$ cat config.mk
export PLATFORM = sky130hd
export DESIGN_NAME = snake_head_stepper
export DESIGN_NICKNAME = d
export VERILOG_FILES = /design/src/rtl/snake_head_stepper.sv
export SDC_FILE = /design/constraint.sdc
export NUM_CORES = 1
export LEC_CHECK = 0
export ABC_CLOCK_PERIOD_IN_PS = 3800
export BUFFER_PORTS_ARGS = -buffer_cell sky130_fd_sc_hd__buf_2
export CAP_MARGIN = 15
export CELL_PAD_IN_SITES_DETAIL_PLACEMENT = 0
export CELL_PAD_IN_SITES_GLOBAL_PLACEMENT = 2
export CORE_ASPECT_RATIO = 1.1
export CORE_MARGIN = 5
export CORE_UTILIZATION = 31
export CTS_CLUSTER_DIAMETER = 200
export DETAILED_ROUTE_END_ITERATION = 8
export PLACE_DENSITY = 0.78
export SETUP_SLACK_MARGIN = 0.1
export SYNTH_ARGS = -nofsm -noshare
export SYNTH_HDL_FRONTEND = slang
export SYNTH_SLANG_ARGS = --single-unit
export TNS_END_PERCENT = 10
$ cat constraint.sdc
create_clock -name clk -period 3.8 [get_ports clk]
set_clock_uncertainty 0.05 [all_clocks]
set_input_delay 0.38 -clock clk [delete_from_list [all_inputs] [get_ports clk]]
set_output_delay 0.38 -clock clk [all_outputs]
set_load 0.1 [all_outputs]
$ cat src/rtl/snake_head_stepper.sv
// Snake head movement engine: divides clk into game ticks, commits a direction
// at each tick (rejecting 180-degree reversals) and runs the IDLE/RUN/OVER game FSM.
module snake_head_stepper #(
  parameter int GRID_W   = 40,
  parameter int GRID_H   = 30,
  parameter int TICK_DIV = 2_500_000,
  parameter int START_X  = 20,
  parameter int START_Y  = 15,
  parameter bit WRAP     = 1'b0
) (
  input  logic        clk,
  input  logic        rst,
  input  logic        start,
  input  logic [1:0]  dir,
  output logic [5:0]  head_x,
  output logic [4:0]  head_y,
  output logic [1:0]  cur_dir,
  output logic        step,
  output logic [1:0]  state,
  output logic        game_over,
  output logic [15:0] step_cnt
);

  localparam int CW = (TICK_DIV > 2) ? $clog2(TICK_DIV) : 1;
  localparam logic [CW-1:0] CNT_LAST = CW'(TICK_DIV - 1);

  localparam logic [1:0] D_UP    = 2'd0;
  localparam logic [1:0] D_LEFT  = 2'd1;
  localparam logic [1:0] D_DOWN  = 2'd2;
  localparam logic [1:0] D_RIGHT = 2'd3;

  typedef enum logic [1:0] {
    IDLE = 2'd0,
    RUN  = 2'd1,
    OVER = 2'd2
  } state_t;

  state_t        state_q, state_d;
  logic [5:0]    hx_q, hx_d;
  logic [4:0]    hy_q, hy_d;
  logic [1:0]    dir_q, dir_d;
  logic [CW-1:0] cnt_q, cnt_d;
  logic          step_q, step_d;
  logic [15:0]   sc_q, sc_d;

  logic [1:0] nd;
  logic [6:0] x7, nx7;
  logic [5:0] y6, ny6;
  logic       out_x, out_y, hit;

  // Candidate move for this tick; the extra top bit catches underflow at 0.
  always_comb begin
    nd = ((dir ^ 2'd2) == dir_q) ? dir_q : dir;
    x7 = {1'b0, hx_q};
    y6 = {1'b0, hy_q};
    case (nd)
      D_UP:    y6 = y6 - 6'd1;
      D_LEFT:  x7 = x7 - 7'd1;
      D_DOWN:  y6 = y6 + 6'd1;
      default: x7 = x7 + 7'd1;
    endcase
    out_x = x7[6] || (x7 >= 7'(GRID_W));
    out_y = y6[5] || (y6 >= 6'(GRID_H));
    nx7 = x7;
    ny6 = y6;
    if (x7[6])                nx7 = 7'(GRID_W - 1);
    else if (x7 >= 7'(GRID_W)) nx7 = 7'd0;
    if (y6[5])                ny6 = 6'(GRID_H - 1);
    else if (y6 >= 6'(GRID_H)) ny6 = 6'd0;
    hit = !WRAP && (out_x || out_y);
  end

  always_comb begin
    state_d = state_q;
    hx_d    = hx_q;
    hy_d    = hy_q;
    dir_d   = dir_q;
    cnt_d   = cnt_q;
    step_d  = 1'b0;
    sc_d    = sc_q;
    case (state_q)
      IDLE: begin
        if (start) begin
          state_d = RUN;
          cnt_d   = '0;
        end
      end
      RUN: begin
        if (cnt_q == CNT_LAST) begin
          cnt_d = '0;
          if (hit) begin
            state_d = OVER;
          end else begin
            hx_d   = nx7[5:0];
            hy_d   = ny6[4:0];
            dir_d  = nd;
            step_d = 1'b1;
            if (sc_q != 16'hFFFF) sc_d = sc_q + 16'd1;
          end
        end else begin
          cnt_d = cnt_q + CW'(1);
        end
      end
      OVER: begin
        if (start) begin
          state_d = RUN;
          hx_d    = 6'(START_X);
          hy_d    = 5'(START_Y);
          dir_d   = D_RIGHT;
          cnt_d   = '0;
          sc_d    = '0;
        end
      end
      default: state_d = IDLE;
    endcase
  end

  always_ff @(posedge clk) begin
    if (rst) begin
      state_q <= IDLE;
      hx_q    <= 6'(START_X);
      hy_q    <= 5'(START_Y);
      dir_q   <= D_RIGHT;
      cnt_q   <= '0;
      step_q  <= 1'b0;
      sc_q    <= '0;
    end else begin
      state_q <= state_d;
      hx_q    <= hx_d;
      hy_q    <= hy_d;
      dir_q   <= dir_d;
      cnt_q   <= cnt_d;
      step_q  <= step_d;
      sc_q    <= sc_d;
    end
  end

  assign head_x    = hx_q;
  assign head_y    = hy_q;
  assign cur_dir   = dir_q;
  assign step      = step_q;
  assign state     = state_q;
  assign game_over = (state_q == OVER);
  assign step_cnt  = sc_q;

endmodule

# ---- Word-level counts from Yosys, hierarchy flattened
# Cells that the tools add are included.
dict set report totals {
  elab_cells 77
  input_bits 5
  ff_bits 54
  out_inout_bits 33
}
dict set report classes {
  n_bitwise 3
  n_mux 32
  eq_ne 13
  n_reduce_logical 14
  addsub 6
  magnitude_cmp 2
}
# op n
set op_table {}
lappend op_table {{$mux W16} 4}
lappend op_table {{$mux W22} 2}
lappend op_table {{$pmux W22 S2} 1}
lappend op_table {{$pmux W16 S2} 1}
lappend op_table {{$mux W6} 5}
lappend op_table {{$mux W5} 5}
lappend op_table {{$pmux W6 S2} 2}
lappend op_table {{$add A22 B1 Y22 const B} 1}
lappend op_table {{$eq A22 B22 Y1 const B} 1}
lappend op_table {{$add A16 B1 Y16 const B} 1}
lappend op_table {{$ne A16 B16 Y1 const B} 1}
lappend op_table {{$mux W2} 7}
lappend op_table {{$pmux W7 S2} 1}
lappend op_table {{$ne A2 B2 Y1 const B} 5}
lappend op_table {{$pmux W5 S2} 1}
lappend op_table {{$pmux W2 S2} 2}
lappend op_table {{$add A6 B1 Y7 const B} 1}
lappend op_table {{$ge A7 B6 Y1 const B} 1}
lappend op_table {{$sub A6 B1 Y7 const B} 1}
lappend op_table {{$add A5 B1 Y6 const B} 1}
lappend op_table {{$ge A6 B5 Y1 const B} 1}
lappend op_table {{$sub A5 B1 Y6 const B} 1}
lappend op_table {{$reduce_and A5 Y1} 1}
lappend op_table {{$eq A2 B1 Y1 const B} 2}
lappend op_table {{13 further kinds} 21}

# ---- Logic depth before layout (Yosys ltp)
# Gate-level depths: netlist of the first run.
dict set report logic_depth {
  word_depth 12
  ltp_mapped 16
  ltp_nobuf 13
}

# ---- Worst setup path after synthesis of the first run
# No wires, ideal clock.
dict set report synth_timing {
  path_kind {register to register}
  from {reg dir_q[0], in the netlist cur_dir[0]}
  to {reg hx_q[2], in the netlist head_x[2]}
  n_path_buf 2
  setup_ps 114
  arrival_time_ps 4263
  period_less_slack_ps 4427
  slack_ps -627
  stages_incl_launch_ff 16
  required_time_ps 3636
  cell_sequence {dfxtp_1 xor2_1 mux2i_1 or2_2 inv_1 fa_1 nand2b_1 a21oi_1 xnor2_1 o41ai_1 or2_2 buf_2 nand3b_1 clkbuf_1 a21boi_0 a21o_1}
}
dict set report synth_via {
  elab_chain_cells 11
  elab_cells_between_ends 20
  cone_classes {order compare (2); eq/ne (4); mux (8); reduce/logical (6)}
}
# element line
set synth_lines {}
lappend synth_lines {{start: declaration} 41} ;# logic [1:0] dir_q, dir_d;
lappend synth_lines {{start signal: assignment} 131} ;# dir_q <= dir_d;
lappend synth_lines {{$eq A2 B2 Y1} 53} ;# nd = ((dir ^ 2'd2) == dir_q) ? dir_q : dir;
lappend synth_lines {{$mux W2 (*)} 53}
lappend synth_lines {{$eq A2 B2 Y1 / $logic_not A2 Y1 (equally long branches)} 56} ;# case (nd)
lappend synth_lines {{$reduce_or A2 Y1 (no line)} n/a}
lappend synth_lines {{$pmux W7 S2} 56}
lappend synth_lines {{$ge A7 B6 Y1} {62, 67}}
lappend synth_lines {{$mux W6} 67} ;# else if (x7 >= 7'(GRID_W)) nx7 = 7'd0;
lappend synth_lines {{$mux W6} 66} ;# if (x7[6]) nx7 = 7'(GRID_W - 1);
lappend synth_lines {{$mux W6} 91} ;# if (hit) begin
lappend synth_lines {{$mux W6} 89} ;# if (cnt_q == CNT_LAST) begin
lappend synth_lines {{$pmux W6 S2} 81} ;# case (state_q)
lappend synth_lines {{end signal: assignment} 121} ;# hx_q <= 6'(START_X);
lappend synth_lines {{end: declaration} 39} ;# logic [5:0] hx_q, hx_d;
# Mark *: on every way between the ends. The rest lies on a longest branch, timed or not. The select of a mux whose other input is x is not followed.
# A chain may end at the register's enable or synchronous reset.

# ---- Final worst setup path of the first run
dict set report layout_timing {
  from {reg dir_q[0], in the netlist cur_dir[0]}
  to {reg sc_q[2], in the netlist step_cnt[2]}
}
dict set report layout_via {
  elab_chain_cells 10
  elab_cells_between_ends 15
  cone_classes {order compare (2); eq/ne (4); mux (3); reduce/logical (6)}
}
# element line
set layout_lines {}
lappend layout_lines {{$eq A2 B2 Y1} 53}
lappend layout_lines {{$mux W2 (*)} 53}
lappend layout_lines {{$eq A2 B2 Y1 / $logic_not A2 Y1 (equally long branches)} 56}
lappend layout_lines {{$reduce_or A2 Y1 (no line)} n/a}
lappend layout_lines {{$pmux W7 S2} 56}
lappend layout_lines {{$ge A7 B6 Y1} 62} ;# out_x = x7[6] || (x7 >= 7'(GRID_W));
lappend layout_lines {{$logic_or A1 B1 Y1} 62}
lappend layout_lines {{$logic_or A1 B1 Y1 (*)} 70} ;# hit = !WRAP && (out_x || out_y);
lappend layout_lines {{$ne A2 B2 Y1 (no line) (*)} n/a}
lappend layout_lines {{$reduce_and A5 Y1 (no line) (*)} n/a}
lappend layout_lines {{end signal: assignment} 126} ;# sc_q <= '0;
lappend layout_lines {{end signal: assignment} 134} ;# sc_q <= sc_d;
lappend layout_lines {{end: declaration} 44} ;# logic [15:0] sc_q, sc_d;
# Mark *: on every way between the ends. The rest lies on a longest branch, timed or not.

==> impl_results.md, run 1 <==
* Synth Area in Simple Gates at 31.3%
* Largest area contributor in the netlist: dfxtp_1
* H-Tree Level Count at 2
* Compound-Gate Fraction of Synth Area at 18.9%
* Peak supply drop at 172 µV
* XOR/XNOR Fraction of Synth Area at 6.30%
* Routed vias at 2976
* Max-slew violation count at 0
* Largest family of logic cells by synthesized area: simple AND/OR/NAND/NOR gates
* Antenna cell count at 0
* CP top delay family: simple AND/OR/NAND/NOR gates
* R2r startpoint: cur_dir[0]
* Netlist cell types at 56
* Total global routing track utilization at 14.1%
* Worst hold start: start
* Synth Net Count at 413
* Area of the mapped netlist at 3200 µm²
* Worst setup SP type: flip-flop
* Worst EP arrival at 3.72 ns
* Synthesis-stage register bit count at 54
* Top FF cell, synth: dfxtp_1
* DP Wirelength at 6110 µm
* Clock Tree Buf Depth at 2
* Adder-cell share of the synthesized area at 3.99%
* DRT Pass-1 Iters at 4
* Hold Crit Class: input pin to flip-flop
* Crit end category: flip-flop
* Kind of critical path: flip-flop to flip-flop
* Top-count cell post-synth: dfxtp_1
* Vias in the first global route at 3025
* Status: finished, final reports clean
* Drc violations at 0
* Critical path startpoint: cur_dir[0]
* Synth-to-Final Area Change at 18.9%
* Final period utilization at 92.7%
* Post-synthesis sequential area ratio at 33.8%
* CP bufs+invs at 2
* # IOs at 38
* Ys Warns at 0
* Lkg Pwr at 0.00139 µW
* Req. time, crit path at 4.00 ns
* Site Rows at 39
* DRT iter0 DRCs at 76
* CTS Hold Bufs at 0
* Clk slew on worst S/H paths at 0.08 ns
* CTS Root Cell: clkbuf_16
* Final setup vio count at 0
* Global-route wire length before repair at 14600 µm
* Crit-path max FO at 7
* Initial antenna violation count at 0
* Post-synth EDFFs at 0
* Sink Count at 54
* Slack of the critical path at 0.276 ns
* Final WL at 8280 µm
* Die area at 12400 µm²
* Die height at 117 µm
* Worst-Margin Slew at 0.707 ns
* Share of layout cells above drive strength 1 at 20.0%
* Overflow after GRT at 0
* Relative slew margins at 52.7%
* Synth async-reset ratio at 0%
* Starting Density at 31.2%
* CTS Buf Count at 5
* Crit-path max cell delay at 0.50 ns
* Core area at 10200 µm²
* Max Fclk at 284 MHz
* Pwr dens at 377 nW/µm²
* Die X at 107 µm
* Gpl congestion at 0.824
* CTS tree: built
* Largest net degree at the start of global routing at 26
* Cells after Synth at 399
* Min Tclk post-route at 3.52 ns
* Multiplexer share of the synthesized area at 2.03%
* Crit-path slowest cell: or4_1
* Worst slack at placement at 0.0870 ns
* Clock Latency Late Sink at 0.30 ns
* Unrepaired setup endpoints after global routing: true
* Detailed-route wire length per cell at 14.6 µm
* Post-synth top cells: dfxtp_1 (54), nor2_1 (47), a21oi_1 (30)
* Final Hold Fails at 0
* # nets final at 457
* CP cell instances: xor2_2 -> mux2i_2 -> or2_4 -> inv_1 -> fa_1 -> nand2b_1 -> a21oi_1 -> xnor2_1 -> o41ai_2 -> or2_2 -> nand3b_1 -> buf_4 -> or4_1 -> nand2_1
* Synth area leaders: dfxtp_1 (34%), nor2_1 (5.5%), a21oi_1 (4.7%)
* Setup TNS at 0 ns
* Post-synth top area share at 33.8%
* Max_cap viols at 0
* Routed Antenna Nets at 0
* Via density at 5.25
* Synthesized area per cell at 8.02 µm²
* Count of input and output buffers at 37
## power by group
part           internal, µW  switching (µW)  total (µW)
clock                   249             233         482
combinational           114             233         347
sequential              580            23.0         603
## per-layer routing
metal  wire (µm)  track usage (%)  up-vias
met5           0                0        -
met4          74             3.50        0
met3         224             2.10        5
met2        4020             24.7       44
met1        3950             18.4     1387
li1            -                -     1540
## kinds of logic (layout without fill, tap and decap cells)
| group | after synthesis | in the layout |
|---|---|---|
| and+or+nand+nor | 184 | 184 |
| AOI/OAI and AO/OA | 93 | 93 |
| DFF | 54 | 54 |
| buffers and inverters | 30 | 75 |
| xor gates and xnor gates | 23 | 23 |
| adders and majority gates | 9 | 9 |
| muxes | 6 | 6 |
## cells in the final DEF, fill, tap and decap left out, types with 3 or more instances in the layout
cell type and count:
nand3_1 22, nand2b_1 13, or4_1 7, xnor2_1 10, buf_4 17, and4_1 4, a21oi_1 30, nor2_1 46
nor3_1 15, a31oi_1 3, clkbuf_16 5, o211ai_1 9, and2_1 4, buf_2 37, o21ai_0 21, o31ai_1 6
xor2_1 12, nand4_1 13, ha_1 7, nand2_1 25, mux2i_2 3, a21o_1 4, or3_1 11, nand4b_1 3
and3_1 4, dfxtp_2 3, inv_1 12, dfxtp_1 50
## layout make-up
| type | count | area, µm² |
|---|---|---|
| Fill cell | 1090 | 6450 |
| Tap cell | 123 | 154 |
| Timing Repair Buffer | 55 | 333 |
| Multi-Input combinational cell | 315 | 2030 |
| Inverter | 12 | 45.0 |
| Clock buffer | 5 | 125 |
| Sequential cell | 54 | 1090 |
| Clock inverter | 3 | 25.0 |
## final timing paths
kind | endpoint | slack, ns | cells past startpoint
hold / removal | state[1] | 0.38 | 4
setup / recovery | step_cnt[2] | 0.28 | 14
hold reg to reg | cnt_q[20] | 0.44 | 2
setup reg to reg | step_cnt[2] | 0.28 | 14
## per-stage QoR
stage | utilization [%] | instance area, µm² | hold slack (ns) | total power (µW) | instances
6_report | 37.1 | 3800 | 0.383 | 1430 | 567
5_1_grt | 37.1 | 3800 | 0.428 | 1510 | 567
4_1_cts | 36.7 | 3760 | 0.370 | 1440 | 564
3_5_place_dp | 35.3 | 3610 | 0.433 | 956 | 556
3_3_place_gp | 35.3 | 3610 | 0.425 | 953 | 556
2_1_floorplan | - | 3220 | 0.412 | 873 | 399
## repair_timing
item                                   4_1_cts  5_1_grt
gates resized for setup                      0        4
buffers inserted                             0        3
setup endpoints to repair                    0       12
endpoints found under the hold margin        0        0
## worst reg2reg max path, delay by kind of cell, from the launching register on
kind                     cells  cell delay (ns)
AO/OA/AOI/OAI                2             0.26
XOR/XNOR                     2             0.36
adder cells (fa/ha/maj)      1             0.39
buffers and inverters        2             0.26
flip-flops                   1             0.37
multiplexers                 1             0.24
AND/OR/NAND/NOR              6             1.53
## flip-flops by register name (all words and copies together), names as in the netlist
name      flops
cnt_q        22
step_cnt     16
head_x        6
head_y        5
cur_dir       2
state         2
step          1
(Power assumes the default switching activity.)
==> run 2, diff against run 1 <==
- CORE_UTILIZATION: 31 -> 32
- CTS_BUF_LIST: not set -> sky130_fd_sc_hd__clkbuf_4
- PLACE_DENSITY: 0.78 -> 0.81
- RECOVER_POWER: not set -> 100
==> run 2 against run 1 <==
Setup slack got worse by 0.073 ns. Die area fell by 2.8%. Critical path type unchanged. Count of clock-buffer cells in the layout did not move. Routed wire length fell by 4.4%. Cell area fell by 4.3%. Sequential power barely moved. Global-route usage fell by 0.79 points. Clock power fell by 43%. Critical endpoint is now step_cnt[13]. Total power fell by 15%.
==> impl_results.md, run 2 (same netlist as run 1, synthesis figures left out) <==
* Peak supply drop at 143 µV
* Starting Density at 32.5%
* Clock Latency Late Sink at 0.39 ns
* Max Fclk at 278 MHz
* Clk slew on worst S/H paths at 0.18 ns
* Global-route wire length before repair at 13600 µm
* CTS Buf Count at 5
* Die X at 105 µm
* Detailed-route wire length per cell at 14.0 µm
* # nets final at 460
* DRT iter0 DRCs at 87
* Worst slack at placement at 0.0946 ns
* Status: finished, final reports clean
* Fin cells at 567
* CP bufs+invs at 1
* Vias in the first global route at 2865
* Worst-Margin Slew at 1.18 ns
* Die area at 12100 µm²
* Largest Register: cnt_q
* Total global routing track utilization at 13.3%
* Core area at 9840 µm²
* Share of layout cells above drive strength 1 at 11.6%
* CTS Root Cell: clkbuf_4
* Fin util at 37.0%
* CP top delay family: simple AND/OR/NAND/NOR gates
* DRT Pass-1 Iters at 5
* Die height at 115 µm
* Max_cap viols at 0
* Worst setup SP type: flip-flop
* Via density at 5.28
* CP cell instances: xor2_1 -> mux2i_2 -> or2_4 -> inv_1 -> fa_1 -> nand2b_1 -> a21oi_1 -> xnor2_1 -> o41ai_1 -> or2_2 -> nand4b_1 -> or4_1 -> a21oi_1
* Count of input and output buffers at 37
* Clock Tree Buf Depth at 2
* Crit-path max FO at 7
* Largest net degree at the start of global routing at 26
* Max-slew violation count at 0
* Drc violations at 0
* Hold Crit Class: input pin to flip-flop
* CTS Hold Bufs at 0
* H-Tree Level Count at 2
* Commonest cells after routing, fill and taps aside: dfxtp_1 (50), nor2_1 (46), clkbuf_1 (35), a21oi_1 (30), nand2_1 (25)
* Site Rows at 38
* Routed vias at 2991
* Max reg flops at 22
* # IOs at 38
* Placed Cells at 554
* Sink Count at 54
* Overflow after GRT at 0
* Worst EP arrival at 3.88 ns
* DP Wirelength at 5790 µm
* Crit-path max cell delay at 0.59 ns
* Relative slew margins at 21.9%
* Unrepaired setup endpoints after global routing: true
* Crit-path slowest cell: or4_1
* CP dominant cell by count: a21oi_1
* CTS tree: built
* Kind of critical path: flip-flop to flip-flop
* Final period utilization at 94.7%
* Design Power at 1220 µW
* Lkg Pwr at 0.00121 µW
* Final Hold Fails at 0
* Synth-to-Final Area Change at 13.7%
* Routed Antenna Nets at 0
* Slack of the critical path at 0.203 ns
* Setup TNS at 0 ns
* Final setup vio count at 0
* Flop2flop setup slack at 0.20 ns
* Crit end category: flip-flop
* Initial antenna violation count at 0
* Antenna cell count at 0
* Pwr dens at 335 nW/µm²
* Min Tclk post-route at 3.60 ns
* Final WL at 7910 µm
* Req. time, crit path at 4.08 ns
* Gpl congestion at 0.808
* Commonest non-fill, non-tap cell in the layout: dfxtp_1
-- run 2: cell types whose count changed in the layout (fill, tap and decap cells not counted), moves of 2 or more --
| cell | before | now |
|---|---|---|
| clkbuf_1 | 0 | 35 |
| buf_2 | 37 | 4 |
| clkbuf_4 | 0 | 8 |
| clkbuf_16 | 5 | 0 |
| buf_4 | 17 | 14 |
| o41ai_1 | 1 | 3 |
-- run 2: power by group --
group          total (µW)  internal [µW]  leakage, µW  switching, µW
sequential            603            581     0.000437           21.8
combinational         339            108     0.000743            230
clock                 277           76.1    0.0000318            201
total                1220            765      0.00121            453
-- run 2: path summary, 6_finish.rpt --
path,cells past startpoint,start,endpoint
setup / recovery,13,cur_dir[0],step_cnt[13]
hold / removal,4,start,state[1]
setup reg to reg,13,cur_dir[0],step_cnt[13]
hold reg to reg,2,cnt_q[20],cnt_q[20]
-- run 2: worst reg2reg max path: stages, from the launching register on --
cell and delay, ns:
dfxtp_4 0.41, xor2_1 0.20, mux2i_2 0.25, or2_4 0.18, inv_1 0.06, fa_1 0.39
nand2b_1 0.16, a21oi_1 0.16, xnor2_1 0.18, o41ai_1 0.13, or2_2 0.33, nand4b_1 0.32
or4_1 0.59, a21oi_1 0.15
-- run 2: repair_timing --
| action | 4_1_cts | 5_1_grt |
|---|---|---|
| setup buffers | 0 | 5 |
| endpoints found under the setup margin | 0 | 12 |
| gates resized for setup | 0 | 6 |
| hold endpoints to repair | 0 | 0 |
-- run 2: area by class of cell --
class / instances / area, µm²
Fill cell: 1072 / 6200
Multi-Input combinational cell: 315 / 1990
Sequential cell: 54 / 1090
Timing Repair Buffer: 58 / 304
Tap cell: 120 / 150
Inverter: 12 / 45.0
Clock buffer: 5 / 37.5
Clock inverter: 3 / 25.0
-- run 2: per-layer routing --
layer  vias up  global-route usage (%)  wire length, µm
met2        39                    22.6             3640
met1      1394                    17.8             4000
li1       1551                       -                -
met5         -                       0                0
met3         7                    1.97              184
met4         0                    3.50               85
-- run 2: stage by stage --
stage	hold WS, ns	area [µm²]
floorplan	0.412	3220
global placement	0.431	3620
detailed placement	0.446	3620
CTS	0.255	3680
global route	0.284	3640
finish	0.280	3640
